===== src/rtl/macc_pkg.sv =====
// Shared types and constants for the MACC sequencing controller.
package macc_pkg;

    typedef enum logic [1:0] {
        IDLE  = 2'd0,
        RUN   = 2'd1,
        DRAIN = 2'd2,
        DONE  = 2'd3
    } state_e;

    localparam int              OP_W   = 8;
    localparam int              MUL_W  = 15;
    localparam logic signed [15:0] NEG_SQ = 16'sd16384;
    localparam logic [7:0]      OP_MIN = 8'h80;

endpackage


===== src/rtl/Mul.sv =====
// Combinational 8x8 signed radix-4 Booth multiplier with a 15-bit product.
// (-128)*(-128) does not fit in 15 bits and wraps; callers must correct it.
module Mul (
    input  logic [7:0]  a,
    input  logic [7:0]  b,
    output logic [14:0] p
);

    logic signed [15:0] a_ext;
    logic        [8:0]  b_ext;
    logic        [2:0]  grp;
    logic signed [15:0] pp;
    logic        [15:0] sum;

    assign a_ext = {{8{a[7]}}, a};
    assign b_ext = {b, 1'b0};

    // NOTE: every variable written in always_comb gets a default first, so no latch is inferred.
    always_comb begin
        sum = '0;
        grp = '0;
        pp  = '0;
        for (int i = 0; i < 4; i++) begin
            grp = b_ext[2*i+2 -: 3];
            case (grp)
                3'b001, 3'b010: pp = a_ext;
                3'b011:         pp = a_ext <<< 1;
                3'b100:         pp = -(a_ext <<< 1);
                3'b101, 3'b110: pp = -a_ext;
                default:        pp = '0;
            endcase
            sum = sum + (16'(pp) << (2*i));
        end
    end

    assign p = sum[14:0];

endmodule


===== src/rtl/macc_seq_ctrl.sv =====
// Dot-product sequencer: accepts operand pairs, pipelines them through Mul,
// accumulates with sticky overflow, and hands back one result per job.
module macc_seq_ctrl
    import macc_pkg::*;
#(
    parameter int ACC_W = 24,
    parameter int LEN_W = 10
) (
    input  logic             clk,
    input  logic             rst,
    input  logic             start,
    input  logic [LEN_W-1:0] cfg_len,
    output logic             busy,
    input  logic             in_valid,
    output logic             in_ready,
    input  logic [OP_W-1:0]  in_x,
    input  logic [OP_W-1:0]  in_y,
    output logic             out_valid,
    input  logic             out_ready,
    output logic [ACC_W-1:0] out_acc,
    output logic             out_ovf
);

    state_e             state_q, state_d;
    logic [LEN_W-1:0]   len_q, len_d;
    logic [LEN_W-1:0]   cnt_q, cnt_d;
    logic               s1_vld_q, s1_vld_d;
    logic [OP_W-1:0]    s1_x_q, s1_x_d;
    logic [OP_W-1:0]    s1_y_q, s1_y_d;
    logic               s2_vld_q, s2_vld_d;
    logic [ACC_W-1:0]   s2_prod_q, s2_prod_d;
    logic [ACC_W-1:0]   acc_q, acc_d;
    logic               ovf_q, ovf_d;
    logic               busy_q, busy_d;
    logic               in_ready_q, in_ready_d;
    logic               out_valid_q, out_valid_d;

    logic [MUL_W-1:0]   mul_p;
    logic [ACC_W-1:0]   sum;
    logic               in_hs;
    logic               out_hs;

    Mul u_mul (
        .a (s1_x_q),
        .b (s1_y_q),
        .p (mul_p)
    );

    assign in_hs  = in_valid && in_ready_q;
    assign out_hs = out_valid_q && out_ready;
    assign sum    = acc_q + s2_prod_q;

    always_comb begin
        state_d   = state_q;
        len_d     = len_q;
        cnt_d     = cnt_q;
        s1_x_d    = s1_x_q;
        s1_y_d    = s1_y_q;
        s2_prod_d = s2_prod_q;
        acc_d     = acc_q;
        ovf_d     = ovf_q;

        // The pipeline advances every cycle regardless of FSM state.
        s1_vld_d = in_hs;
        if (in_hs) begin
            s1_x_d = in_x;
            s1_y_d = in_y;
        end
        s2_vld_d = s1_vld_q;
        if (s1_vld_q) begin
            if (s1_x_q == OP_MIN && s1_y_q == OP_MIN)
                s2_prod_d = ACC_W'(NEG_SQ);
            else
                s2_prod_d = {{(ACC_W-MUL_W){mul_p[MUL_W-1]}}, mul_p};
        end
        if (s2_vld_q) begin
            acc_d = sum;
            if (acc_q[ACC_W-1] == s2_prod_q[ACC_W-1] && sum[ACC_W-1] != acc_q[ACC_W-1])
                ovf_d = 1'b1;
        end

        case (state_q)
            IDLE: begin
                if (start) begin
                    len_d   = cfg_len;
                    cnt_d   = '0;
                    acc_d   = '0;
                    ovf_d   = 1'b0;
                    state_d = (cfg_len == '0) ? DONE : RUN;
                end
            end
            RUN: begin
                if (in_hs) begin
                    cnt_d = cnt_q + LEN_W'(1);
                    if (cnt_d == len_q)
                        state_d = DRAIN;
                end
            end
            DRAIN: begin
                if (!s1_vld_q && !s2_vld_q)
                    state_d = DONE;
            end
            DONE: begin
                if (out_hs)
                    state_d = IDLE;
            end
            default: state_d = IDLE;
        endcase

        busy_d      = (state_d != IDLE);
        in_ready_d  = (state_d == RUN) && (cnt_d < len_d);
        out_valid_d = (state_d == DONE);
    end

    always_ff @(posedge clk) begin
        if (rst) begin
            state_q     <= IDLE;
            len_q       <= '0;
            cnt_q       <= '0;
            s1_vld_q    <= 1'b0;
            s1_x_q      <= '0;
            s1_y_q      <= '0;
            s2_vld_q    <= 1'b0;
            s2_prod_q   <= '0;
            acc_q       <= '0;
            ovf_q       <= 1'b0;
            busy_q      <= 1'b0;
            in_ready_q  <= 1'b0;
            out_valid_q <= 1'b0;
        end else begin
            state_q     <= state_d;
            len_q       <= len_d;
            cnt_q       <= cnt_d;
            s1_vld_q    <= s1_vld_d;
            s1_x_q      <= s1_x_d;
            s1_y_q      <= s1_y_d;
            s2_vld_q    <= s2_vld_d;
            s2_prod_q   <= s2_prod_d;
            acc_q       <= acc_d;
            ovf_q       <= ovf_d;
            busy_q      <= busy_d;
            in_ready_q  <= in_ready_d;
            out_valid_q <= out_valid_d;
        end
    end

    assign busy      = busy_q;
    assign in_ready  = in_ready_q;
    assign out_valid = out_valid_q;
    assign out_acc   = acc_q;
    assign out_ovf   = ovf_q;

endmodule


===== config.mk =====
export PLATFORM = sky130hd
export DESIGN_NAME = macc_seq_ctrl
export DESIGN_NICKNAME = d
export VERILOG_FILES = /design/src/rtl/macc_pkg.sv /design/src/rtl/Mul.sv /design/src/rtl/macc_seq_ctrl.sv
export SDC_FILE = /design/constraint.sdc
export NUM_CORES = 1
export LEC_CHECK = 0
export BUFFER_PORTS_ARGS = -buffer_cell sky130_fd_sc_hd__buf_2
export CELL_PAD_IN_SITES_DETAIL_PLACEMENT = 1
export CELL_PAD_IN_SITES_GLOBAL_PLACEMENT = 1
export CORE_MARGIN = 2
export CORE_UTILIZATION = 46
export DETAILED_ROUTE_END_ITERATION = 10
export GPL_TIMING_DRIVEN = 0
export PLACE_DENSITY_LB_ADDON = 0.1
export SLEW_MARGIN = 40
export SYNTH_ARGS = -nofsm -noshare
export SYNTH_HDL_FRONTEND = slang
export SYNTH_SLANG_ARGS = --single-unit

===== constraint.sdc =====
create_clock -name clk -period 7.2 [get_ports clk]
set_clock_uncertainty 0.05 [all_clocks]
set_input_delay 0 -clock clk [delete_from_list [all_inputs] [get_ports clk]]
set_output_delay 0 -clock clk [all_outputs]
set_load 0.03 [all_outputs]

==> flow_summary.json <==
{
  "outcome": "finished, final reports clean",
  "core_um2": 15890,
  "rsz0062_at_grt": "no",
  "ys_async_sr_fraction": 0,
  "clk_pin_slew_ps": 60,
  "criticalPathCategory": "reg -> reg",
  "finalSetupViolations": 0,
  "cts_inserted_buffers": 9,
  "cts_sinks": 84,
  "path_max_fanout": 7,
  "cp-start-kind": "register",
  "finalPower_uw": 1264,
  "ys_seq_elements": 84,
  "drt-total-wl_mm": 25.74,
  "route.detailed.drc": 0,
  "ys.flop_type": "dfxtp_1",
  "power_density_nw_per_um2": 147.4,
  "worst_skew_pair.late_latency_ps": 350,
  "netlist_instances": 981,
  "clockRootBuffer": "clkbuf_16",
  "drt-vias-per-instance": 5.951,
  "syn_nets": 1081,
  "slew_violations": 0,
  "antenna_found_initial": 0,
  "layout.nets": 1176,
  "finalSetupTns_ps": 0,
  "finalCritPeriodShare": 0.8709,
  "tightest_slew_ps": 790.1,
  "die_h_um": 131.4,
  "endpoint_kind": "register",
  "vdd.ir_drop.worst_mv": 0.1332,
  "synth_cell_types": 74,
  "grt_pass1_vias": 7679,
  "drt_iter0_drc": 471,
  "cts_resized": 0,
  "wl_met2_mm": 11.76,
  "wl_met3_mm": 1.578,
  "critPathArrivalTime_ps": 6450,
  "period_needed_ps": 6270,
  "vias": 7719,
  "die_w_um": 131.4,
  "area_growth_pct": 14.85,
  "yosysWarnings": 0,
  "min-delay-start": "rst",
  "n_fill_cell": 2031,
  "seq_area_frac_synth": 0.2253,
  "hpwlAfterDp_mm": 19.47,
  "diodes": 0,
  "io_pins": 59,
  "rows": 46,
  "register_area_um2": 1682,
  "cts.path.max_buffers": 2,
  "globalplace.congestion": 0.9137,
  "synth_area_um2": 7463,
  "grt_pass1_wl_mm": 40.94,
  "io_buffers": 58,
  "start_util": 0.4698,
  "hold_viol": 0,
  "critical_path.startpoint": "s1_x_q[0]",
  "hp-class": "in -> reg",
  "timing.rr.start": "s1_x_q[0]",
  "required_ps": 7380,
  "drv_cap": 0,
  "multi_input_area_um2": 5341,
  "grt_overflow": 0,
  "top_layer_used": "met4",
  "fmax_mhz": 159.5,
  "ant_nets": 0,
  "leakage_uw": 0.003611,
  "die_area_um2": 17260,
  "grt.total_usage": 0.2951,
  "drt-wirelength-per-cell_um": 19.85,
  "synth_edf_count": 0,
  "cts_setup_buffers": 0,
  "grt_max_degree": 14,
  "drive_above_1_share": 0.08788,
  "htree_levels": 3,
  "firstDrtPassIters": 5,
  "synth.avg_cell_area_um2": 7.608,
  "met1Wirelength_mm": 12.05,
  "relSlewSlack": 0.4695,
  "cts_tree": "built"
}
-- synthesized netlist by cell type, types with 5 or more instances --
library cell	instances	share of area
a211oi_1	11	0.011
a21o_1	12	0.012
a21oi_1	92	0.062
a221oi_1	6	0.0070
a22o_1	5	0.0059
a31o_2	5	0.0059
a31oi_1	15	0.013
and3_1	10	0.0084
buf_1	9	0.0045
clkbuf_1	53	0.027
dfxtp_1	84	0.23
fa_1	20	0.054
ha_1	49	0.082
inv_1	56	0.028
mux2i_1	37	0.050
nand2_1	102	0.051
nand2b_1	6	0.0050
nand3_1	20	0.013
nand4_1	7	0.0059
nor2_1	112	0.056
nor2b_1	23	0.019
nor3_1	19	0.013
o211ai_1	6	0.0060
o21ai_0	55	0.037
o21bai_1	10	0.010
o22ai_1	9	0.0075
or3_1	5	0.0042
xnor2_1	42	0.049
xor2_1	18	0.021
-- per-layer routing --
layer	track usage	vias to the layer above
li1	-	3671
met1	0.4002	3788
met2	0.4827	230
met3	0.07176	30
met4	0.05435	0
met5	0	-
-- state kept, by name (all words and copies together), names as in the netlist --
name and count:
busy 1, out_ovf 1, state_q 2, s1_vld_q 1, out_valid 1, s2_vld_q 1
in_ready 1, s1_y_q 8, s2_prod_q 16, out_acc 24, len_q 10, s1_x_q 8
cnt_q 10
-- worst max-delay path: stages (launching register included) --
cell and delay (ps):
dfxtp_1 390, inv_1 210, ha_1 340, or4b_1 470
buf_2 200, nor2_1 230, xor2_1 480, nor2_1 90
a21oi_1 140, o32ai_1 210, fa_1 610, inv_1 60
fa_1 530, inv_1 40, ha_1 330, a21oi_1 240
o21bai_1 120, a2111oi_0 440, nor3_1 150, a31oi_1 450
xnor2_1 140, a22o_1 240
-- cell families after synthesis --
group | Yosys count | share of synthesized area
adder cells (fa/ha/maj) | 70 | 0.1371
buffers and inverters | 119 | 0.06002
multiplexers | 45 | 0.06773
flip-flops | 84 | 0.2253
AND/OR/NAND/NOR | 325 | 0.1978
XOR/XNOR | 61 | 0.07360
AO/OA/AOI/OAI | 277 | 0.2384
-- through the flow --
stage	hold slack [ps]	setup slack (ps)	utilization	instance area, µm²	std cells
final	113.3	929.7	0.5396	8572	1297
after global routing	114.3	428.9	0.5396	8572	1297
after floorplan	85.99	2128	-	7463	981
after detailed placement	198.4	1046	0.5051	8024	1255
after global placement	194.0	1047	0.5051	8024	1255
after CTS	103.0	968.9	0.5391	8564	1297
-- worst paths after layout --
kind                            cells past startpoint             to  slack [ps]
worst max-delay path                               21  s2_prod_q[22]         930
worst min-delay path                                3  s2_prod_q[22]         110
worst max register to register                     21  s2_prod_q[22]         930
worst min register to register                      2        out_ovf         410
-- placed cells by master (no fill, tap or decap), types with 6 or more instances in the layout --
| cell type | n |
|---|---|
| clkbuf_1 | 54 |
| nand2b_1 | 6 |
| mux2i_1 | 37 |
| nand3_1 | 20 |
| o211ai_1 | 6 |
| a21oi_1 | 92 |
| buf_1 | 9 |
| nor3_1 | 19 |
| nand4_1 | 7 |
| o22ai_1 | 9 |
| and3_1 | 10 |
| nor2b_1 | 23 |
| inv_1 | 56 |
| ha_1 | 49 |
| nand2_1 | 102 |
| dfxtp_1 | 84 |
| o21bai_1 | 10 |
| clkbuf_16 | 9 |
| o21ai_0 | 55 |
| buf_2 | 59 |
| xor2_1 | 18 |
| dlygate4sd3_1 | 26 |
| nor2_1 | 112 |
| fa_1 | 20 |
| a21o_1 | 12 |
| a221oi_1 | 6 |
| xnor2_1 | 41 |
| a211oi_1 | 11 |
| a31oi_1 | 15 |
-- cell type report --
class | count | share of cell area
repair buffers | 84 | 0.06422
well taps | 216 | 0.03153
clock buffers | 12 | 0.02992
clock inverters | 4 | 0.002773
plain buffers | 63 | 0.02773
inverters | 56 | 0.02452
multi-input cells | 778 | 0.6231
flip-flops and latches | 84 | 0.1962
-- power by group --
group / total [µW] / switching [µW] / internal, µW
registers: 489 / 12.4 / 476
logic: 327 / 211 / 116
clock network: 448 / 196 / 252
-- repair_timing --
item | CTS | global route
hold buffers | 26 | 0
hold endpoints to repair | 26 | 0
setup endpoints to repair | 0 | 0
(Power assumes the default switching activity.)
